===== src/rtl/sev_seg_pkg.sv =====
// Shared constants and types for the seven-segment display path: digit count,
// special nibble codes, display range limit and the BCD formatter state type.
package sev_seg_pkg;

  localparam int unsigned NDIG = 8;

  localparam logic [3:0] BLANK_CODE = 4'hF;
  localparam logic [3:0] ERR_CODE   = 4'hE;

  localparam logic [26:0] MAX_DISP = 27'd99_999_999;

  typedef enum logic [1:0] {
    IDLE,
    SHIFT,
    FORMAT
  } fmt_state_e;

  // Leading zeros become BLANK_CODE down to the first non-zero digit; digit 0 always shows.
  function automatic logic [4*NDIG-1:0] blank_leading(input logic [4*NDIG-1:0] bcd);
    logic [4*NDIG-1:0] res;
    logic              lead;
    res  = bcd;
    lead = 1'b1;
    for (int i = NDIG - 1; i >= 1; i--) begin
      if (lead && (bcd[4*i +: 4] == 4'd0)) begin
        res[4*i +: 4] = BLANK_CODE;
      end else begin
        lead = 1'b0;
      end
    end
    return res;
  endfunction

endpackage


===== src/rtl/bcd_dabble_step.sv =====
// Double-dabble correction: every BCD nibble >= 5 gets +3, nibbles independent,
// no carry between digits.
module bcd_dabble_step
  import sev_seg_pkg::*;
#(
  parameter int unsigned DIGITS = sev_seg_pkg::NDIG
) (
  input  logic [4*DIGITS-1:0] bcd,
  output logic [4*DIGITS-1:0] corrected
);

  for (genvar g = 0; g < DIGITS; g++) begin : g_digit
    logic [3:0] nib;
    assign nib = bcd[4*g +: 4];
    assign corrected[4*g +: 4] = (nib >= 4'd5) ? nib + 4'd3 : nib;
  end

endmodule


===== src/rtl/sev_seg_bcd_formatter.sv =====
// Iterative binary-to-BCD formatter feeding the seven-segment driver: one
// double-dabble shift per clock, then optional leading-zero blanking.
module sev_seg_bcd_formatter
  import sev_seg_pkg::*;
#(
  parameter int unsigned BIN_W = 27,
  parameter int unsigned NDIG  = sev_seg_pkg::NDIG
) (
  input  logic                sclk_1ms,
  input  logic                rst,
  input  logic [BIN_W-1:0]    bin_in,
  input  logic                load,
  input  logic                blank_lz,
  output logic                busy,
  output logic                done,
  output logic                overflow,
  output logic [4*NDIG-1:0]   data_out
);

  localparam int unsigned CNT_W = $clog2(BIN_W + 1);

  fmt_state_e        state_q, state_d;
  logic [BIN_W-1:0]  bin_q, bin_d;
  logic [4*NDIG-1:0] bcd_q, bcd_d;
  logic [CNT_W-1:0]  cnt_q, cnt_d;
  logic              lz_q, lz_d;
  logic              ovf_q, ovf_d;
  logic [4*NDIG-1:0] data_q, data_d;
  logic              done_q, done_d;
  logic              overflow_q, overflow_d;
  logic [4*NDIG-1:0] bcd_adj;

  bcd_dabble_step #(
    .DIGITS (NDIG)
  ) u_step (
    .bcd       (bcd_q),
    .corrected (bcd_adj)
  );

  always_ff @(posedge sclk_1ms or posedge rst) begin
    if (rst) begin
      state_q    <= IDLE;
      bin_q      <= '0;
      bcd_q      <= '0;
      cnt_q      <= '0;
      lz_q       <= 1'b0;
      ovf_q      <= 1'b0;
      data_q     <= '0;
      done_q     <= 1'b0;
      overflow_q <= 1'b0;
    end else begin
      state_q    <= state_d;
      bin_q      <= bin_d;
      bcd_q      <= bcd_d;
      cnt_q      <= cnt_d;
      lz_q       <= lz_d;
      ovf_q      <= ovf_d;
      data_q     <= data_d;
      done_q     <= done_d;
      overflow_q <= overflow_d;
    end
  end

  always_comb begin
    state_d    = state_q;
    bin_d      = bin_q;
    bcd_d      = bcd_q;
    cnt_d      = cnt_q;
    lz_d       = lz_q;
    ovf_d      = ovf_q;
    data_d     = data_q;
    done_d     = 1'b0;
    overflow_d = overflow_q;

    unique case (state_q)
      IDLE: begin
        if (load) begin
          bin_d = bin_in;
          bcd_d = '0;
          cnt_d = CNT_W'(BIN_W);
          lz_d  = blank_lz;
          ovf_d = (bin_in > BIN_W'(MAX_DISP));
          // Out-of-range values skip the conversion and go straight to the error pattern.
          state_d = ovf_d ? FORMAT : SHIFT;
        end
      end

      SHIFT: begin
        bcd_d = {bcd_adj[4*NDIG-2:0], bin_q[BIN_W-1]};
        bin_d = {bin_q[BIN_W-2:0], 1'b0};
        cnt_d = cnt_q - CNT_W'(1);
        if (cnt_q == CNT_W'(1)) begin
          state_d = FORMAT;
        end
      end

      FORMAT: begin
        if (ovf_q) begin
          data_d = {NDIG{ERR_CODE}};
        end else if (lz_q) begin
          data_d = blank_leading(bcd_q);
        end else begin
          data_d = bcd_q;
        end
        overflow_d = ovf_q;
        done_d     = 1'b1;
        state_d    = IDLE;
      end

      default: begin
        state_d = IDLE;
      end
    endcase
  end

  assign busy     = (state_q != IDLE);
  assign done     = done_q;
  assign overflow = overflow_q;
  assign data_out = data_q;

endmodule


===== config.mk =====
export PLATFORM = sky130hd
export DESIGN_NAME = sev_seg_bcd_formatter
export DESIGN_NICKNAME = d
export VERILOG_FILES = /design/src/rtl/sev_seg_pkg.sv /design/src/rtl/bcd_dabble_step.sv /design/src/rtl/sev_seg_bcd_formatter.sv
export SDC_FILE = /design/constraint.sdc
export NUM_CORES = 1
export LEC_CHECK = 0
export BUFFER_PORTS_ARGS = -buffer_cell sky130_fd_sc_hd__buf_2
export CAP_MARGIN = 20
export CELL_PAD_IN_SITES_DETAIL_PLACEMENT = 1
export CELL_PAD_IN_SITES_GLOBAL_PLACEMENT = 1
export CORE_UTILIZATION = 40
export DETAILED_ROUTE_END_ITERATION = 12
export GPL_TIMING_DRIVEN = 0
export PLACE_DENSITY = 0.81
export SLEW_MARGIN = 20
export SYNTH_ARGS = -nofsm -noshare
export SYNTH_HDL_FRONTEND = slang
export SYNTH_SLANG_ARGS = --single-unit

===== constraint.sdc =====
create_clock -name sclk_1ms -period 4.45 [get_ports sclk_1ms]
set_clock_uncertainty 0.1 [all_clocks]
set_input_delay 0.6675 -clock sclk_1ms [delete_from_list [all_inputs] [get_ports sclk_1ms]]
set_output_delay 0.6675 -clock sclk_1ms [all_outputs]
set_load 0.005 [all_outputs]

==> tab_implementation.tex <==
\begin{tabular}{lr}
\hline
Metric & Value \\
\hline
\multicolumn{2}{l}{\textbf{Floorplan}} \\
Num rows & 40 \\
Chip width & 114.0 um \\
Full die area & 12990 um2 \\
Die span in y & 114.0 um \\
Core area & about 12000 um2 \\
Total I/O pin count & 66 \\
Starting utilization of the core area & 41.43\% \\
\multicolumn{2}{l}{\textbf{GRT}} \\
Largest net degree at the start of global routing & 74 \\
Met3 demand-to-capacity share in global routing & 4.251\% \\
First-pass GRT wire length & 22480 um \\
Via count of the first global-routing pass & 4373 \\
Global route overflow & 0 \\
Met2 global-route usage & a little under two fifths \\
Busiest layer in global routing & met2 \\
Initial antenna violation count & 0 \\
Met1 Resource Use GR & 28.68\% \\
GRT Resource Usage Total & 22.53\% \\
\multicolumn{2}{l}{\textbf{Worst setup path}} \\
Crit Path Class & reg -> out \\
Critical R2R Launch & state\_q[0] \\
CP endpoint kind & primary output \\
Number of cells on the worst reg-to-reg path & 4 \\
Worst setup path endpoint & busy \\
Top fanout value on the critical path & 10 \\
Critical Path Start & state\_q[1] \\
Required time of the critical path & 3680 ps \\
Setup crit start kind & register \\
Data arrival time of the critical path & 1410 ps \\
Capture instance of the worst register-to-register path & cnt\_q[0] \\
Flop2flop setup slack & 2400 ps \\
\multicolumn{2}{l}{\textbf{Clock tree}} \\
Resize count post-CTS & 0 \\
Clock tree from TritonCTS & done \\
Buffer count from post-CTS setup fixing & 0 \\
Total CTS buffers & 9 \\
Number of clock sinks & 102 \\
CTS H-tree depth & 3 \\
Clk pin slew, worst setup/hold paths & approximately 70 ps \\
Root cell of the clock tree & sky130\_fd\_sc\_hd\_\_clkbuf\_16 \\
Hold-fix buffer count after cts & 0 \\
Clock latency of the later-clocked register in the worst-skew pair & 360 ps \\
Clk buf depth & 2 \\
\multicolumn{2}{l}{\textbf{Power and ir drop}} \\
Ratio of total power to cell area & 759.3 nW/um2 \\
VDD IR-drop max & 0.2615 mV \\
Standby leakage power & 2.707 nW \\
Total power consumption of the routed design & between 0.004 and 0.005 W \\
\multicolumn{2}{l}{\textbf{STA}} \\
Final critical-path setup slack & 2269 ps \\
Final setup viols & 0 \\
Number of max-slew violations in the final report & 0 \\
Period minus WS final & 2181 ps \\
RSZ-0062 raised after global routing & no \\
Tightest slew margin relative to the limit & 55.09\% \\
Fmax & $\sim$460 MHz \\
Final Cycle Share & 49.02\% \\
Count of endpoints failing hold in the final timing report & 0 \\
Least-Margin Pin Slew & a little under 700 ps \\
Setup TNS & 0 ps \\
\multicolumn{2}{l}{\textbf{Placed design}} \\
Placement Setup Slack & 2177 ps \\
Final RePlAce weighted congestion & 0.8105 \\
Post-DP HPWL & approximately 9600 um \\
Count of input and output buffers & 65 \\
\multicolumn{2}{l}{\textbf{Yosys}} \\
Number of distinct library cells after synthesis & 46 \\
Area share of the leading cell type in the synthesized netlist & 50.87\% \\
Cells taking the most area after synthesis & sky130\_fd\_sc\_hd\_\_dfrtp\_1 51\%, sky130\_fd\_sc\_hd\_\_nand2\_1 6.1\%, sky130\_fd\_sc\_hd\_\_ha\_1 6.0\% \\
Net count after synthesis & 563 \\
Post-synthesis async set-or-reset flop share & 100.0\% \\
Number of standard cells after synthesis & 508 \\
Predominant post-synthesis flop cell & sky130\_fd\_sc\_hd\_\_dfrtp\_1 \\
EDFF count, synth & 0 \\
Count of synthesis-stage warnings from yosys & 0 \\
Total of flip-flops plus latches after synthesis & 102 \\
Per-instance average area after synthesis & between 9 and 10 um2 \\
Post-Syn Area & 5017 um2 \\
Share of the yosys chip area belonging to registers & 50.87\% \\
Post-synthesis cell type with the largest combined area & sky130\_fd\_sc\_hd\_\_dfrtp\_1 \\
\multicolumn{2}{l}{\textbf{Detailed routing}} \\
Via count & 4170 \\
Number of optimization iterations in the first detailed-route pass & 4 \\
Final wirelength & 13400 um \\
Post-DR vias/cell & 5.501 \\
WL/cell & approximately 18 um \\
\# DRC & 0 \\
Number of DRC violations after detailed-routing iteration 0 & 234 \\
Post-detailed-route count of antenna-violating nets & 0 \\
\multicolumn{2}{l}{\textbf{Final layout}} \\
Filler Cells Inserted & 1427 \\
Footprint of the multi-input gates & 2250 um2 \\
Leading cell type in the layout, fill and taps excluded & sky130\_fd\_sc\_hd\_\_dfrtp\_1 \\
Register cell area after layout & about 2600 um2 \\
Antenna diode instance count & 0 \\
Highest-count cells in the layout ignoring fill and taps & 102 x sky130\_fd\_sc\_hd\_\_dfrtp\_1, 81 x sky130\_fd\_sc\_hd\_\_nand2\_1, 75 x sky130\_fd\_sc\_hd\_\_buf\_2 \\
Net count reported at finish & 640 \\
Fraction of final layout cells sized beyond drive strength 1 & between 10\% and 20\% \\
Synthesis-to-finish area growth & 17.71\% \\
\multicolumn{2}{l}{\textbf{Worst hold path}} \\
Classification of the worst-slack hold path & in -> async \\
\multicolumn{2}{l}{\textbf{Status}} \\
Status & finished clean \\
\multicolumn{2}{l}{\textbf{Job}} \\
Number of max-cap violations & 0 \\
\hline
\end{tabular}
[power by group]
group | total (W) | switching, W | internal [W] | leakage (nW)
Sequential | 0.00162 | 0.000300 | 0.00132 | 1.27
Clock | 0.000855 | 0.000360 | 0.000495 | 0.156
Combinational | 0.00200 | 0.00117 | 0.000832 | 1.28
Total | 0.00448 | 0.00183 | 0.00265 | 2.71
[layer usage]
layer | vias to the layer above | wire [um]
li1 | 1959 | -
met1 | 2091 | 6189
met2 | 97 | 6451
met3 | 23 | 489
met4 | 0 | 269
met5 | - | 0
[Yosys cell counts, types with 2 or more instances]
cell type                    n
sky130_fd_sc_hd__o22ai_1    15
sky130_fd_sc_hd__and4_4      2
sky130_fd_sc_hd__nor3_1      3
sky130_fd_sc_hd__nor2b_1     2
sky130_fd_sc_hd__inv_1      21
sky130_fd_sc_hd__o32a_1      9
sky130_fd_sc_hd__xnor2_1    10
sky130_fd_sc_hd__mux2i_1     9
sky130_fd_sc_hd__a31oi_1    25
sky130_fd_sc_hd__o22a_1      6
sky130_fd_sc_hd__o31ai_1    10
sky130_fd_sc_hd__buf_2      10
sky130_fd_sc_hd__o211ai_1    2
sky130_fd_sc_hd__dfrtp_1   102
sky130_fd_sc_hd__ha_1       24
sky130_fd_sc_hd__a22o_1     11
sky130_fd_sc_hd__nand2_1    81
sky130_fd_sc_hd__nor3b_1    15
sky130_fd_sc_hd__a21oi_1    25
sky130_fd_sc_hd__o21ai_0    28
sky130_fd_sc_hd__a32o_1      7
sky130_fd_sc_hd__nand2b_1   11
sky130_fd_sc_hd__nor2_1     40
sky130_fd_sc_hd__clkbuf_1   18
[worst min path at each step]
stage / startpoint / end / depth (start not counted)
after global placement: data_out[16] / data_out[16] / 2
after detailed placement: data_out[16] / data_out[16] / 2
after CTS: rst / bin_q[0] / 2
after global routing: rst / bin_q[0] / 2
after floorplan: bin_q[5] / bin_q[5] / 2
final: rst / bin_q[7] / 2
[flip-flops by register name (all words and copies together), names as in the netlist]
| signal | count |
|---|---|
| bcd_q | 32 |
| data_out | 32 |
| lz_q | 1 |
| bin_q | 27 |
| overflow | 1 |
| state_q | 2 |
| ovf_q | 1 |
| done | 1 |
| cnt_q | 5 |
[cell type report]
class / count / share of cell area (%)
plain buffers: 30 / 2.246
clock buffers: 9 / 3.814
clock inverters: 7 / 1.610
inverters: 22 / 1.483
multi-input cells: 354 / 38.09
flip-flops and latches: 102 / 43.22
well taps: 168 / 3.559
repair buffers: 66 / 5.975
[worst max-delay path, cell delays in order, from the launching register on]
cell	delay [ps]
sky130_fd_sc_hd__dfrtp_1	420
sky130_fd_sc_hd__buf_2	190
sky130_fd_sc_hd__or2_2	320
sky130_fd_sc_hd__buf_2	130
[cell families after synthesis]
| family | synth area share (%) |
|---|---|
| mux | 2.020 |
| simple gates | 15.76 |
| xor+xnor | 1.746 |
| flops | 50.87 |
| buf+inv | 4.289 |
| compound gates | 19.33 |
| fa+ha+maj | 5.985 |
[through the flow]
step,hold WS [ps],util [%],instance area [um2],std cells
floorplan,349.7,-,5017,508
global placement,347.3,45.85,5553,741
detailed placement,357.7,46.12,5585,742
CTS,181.5,48.76,5906,758
global route,188.7,48.76,5906,758
finish,182.9,48.76,5906,758
Power figures use the tool's default switching activity.
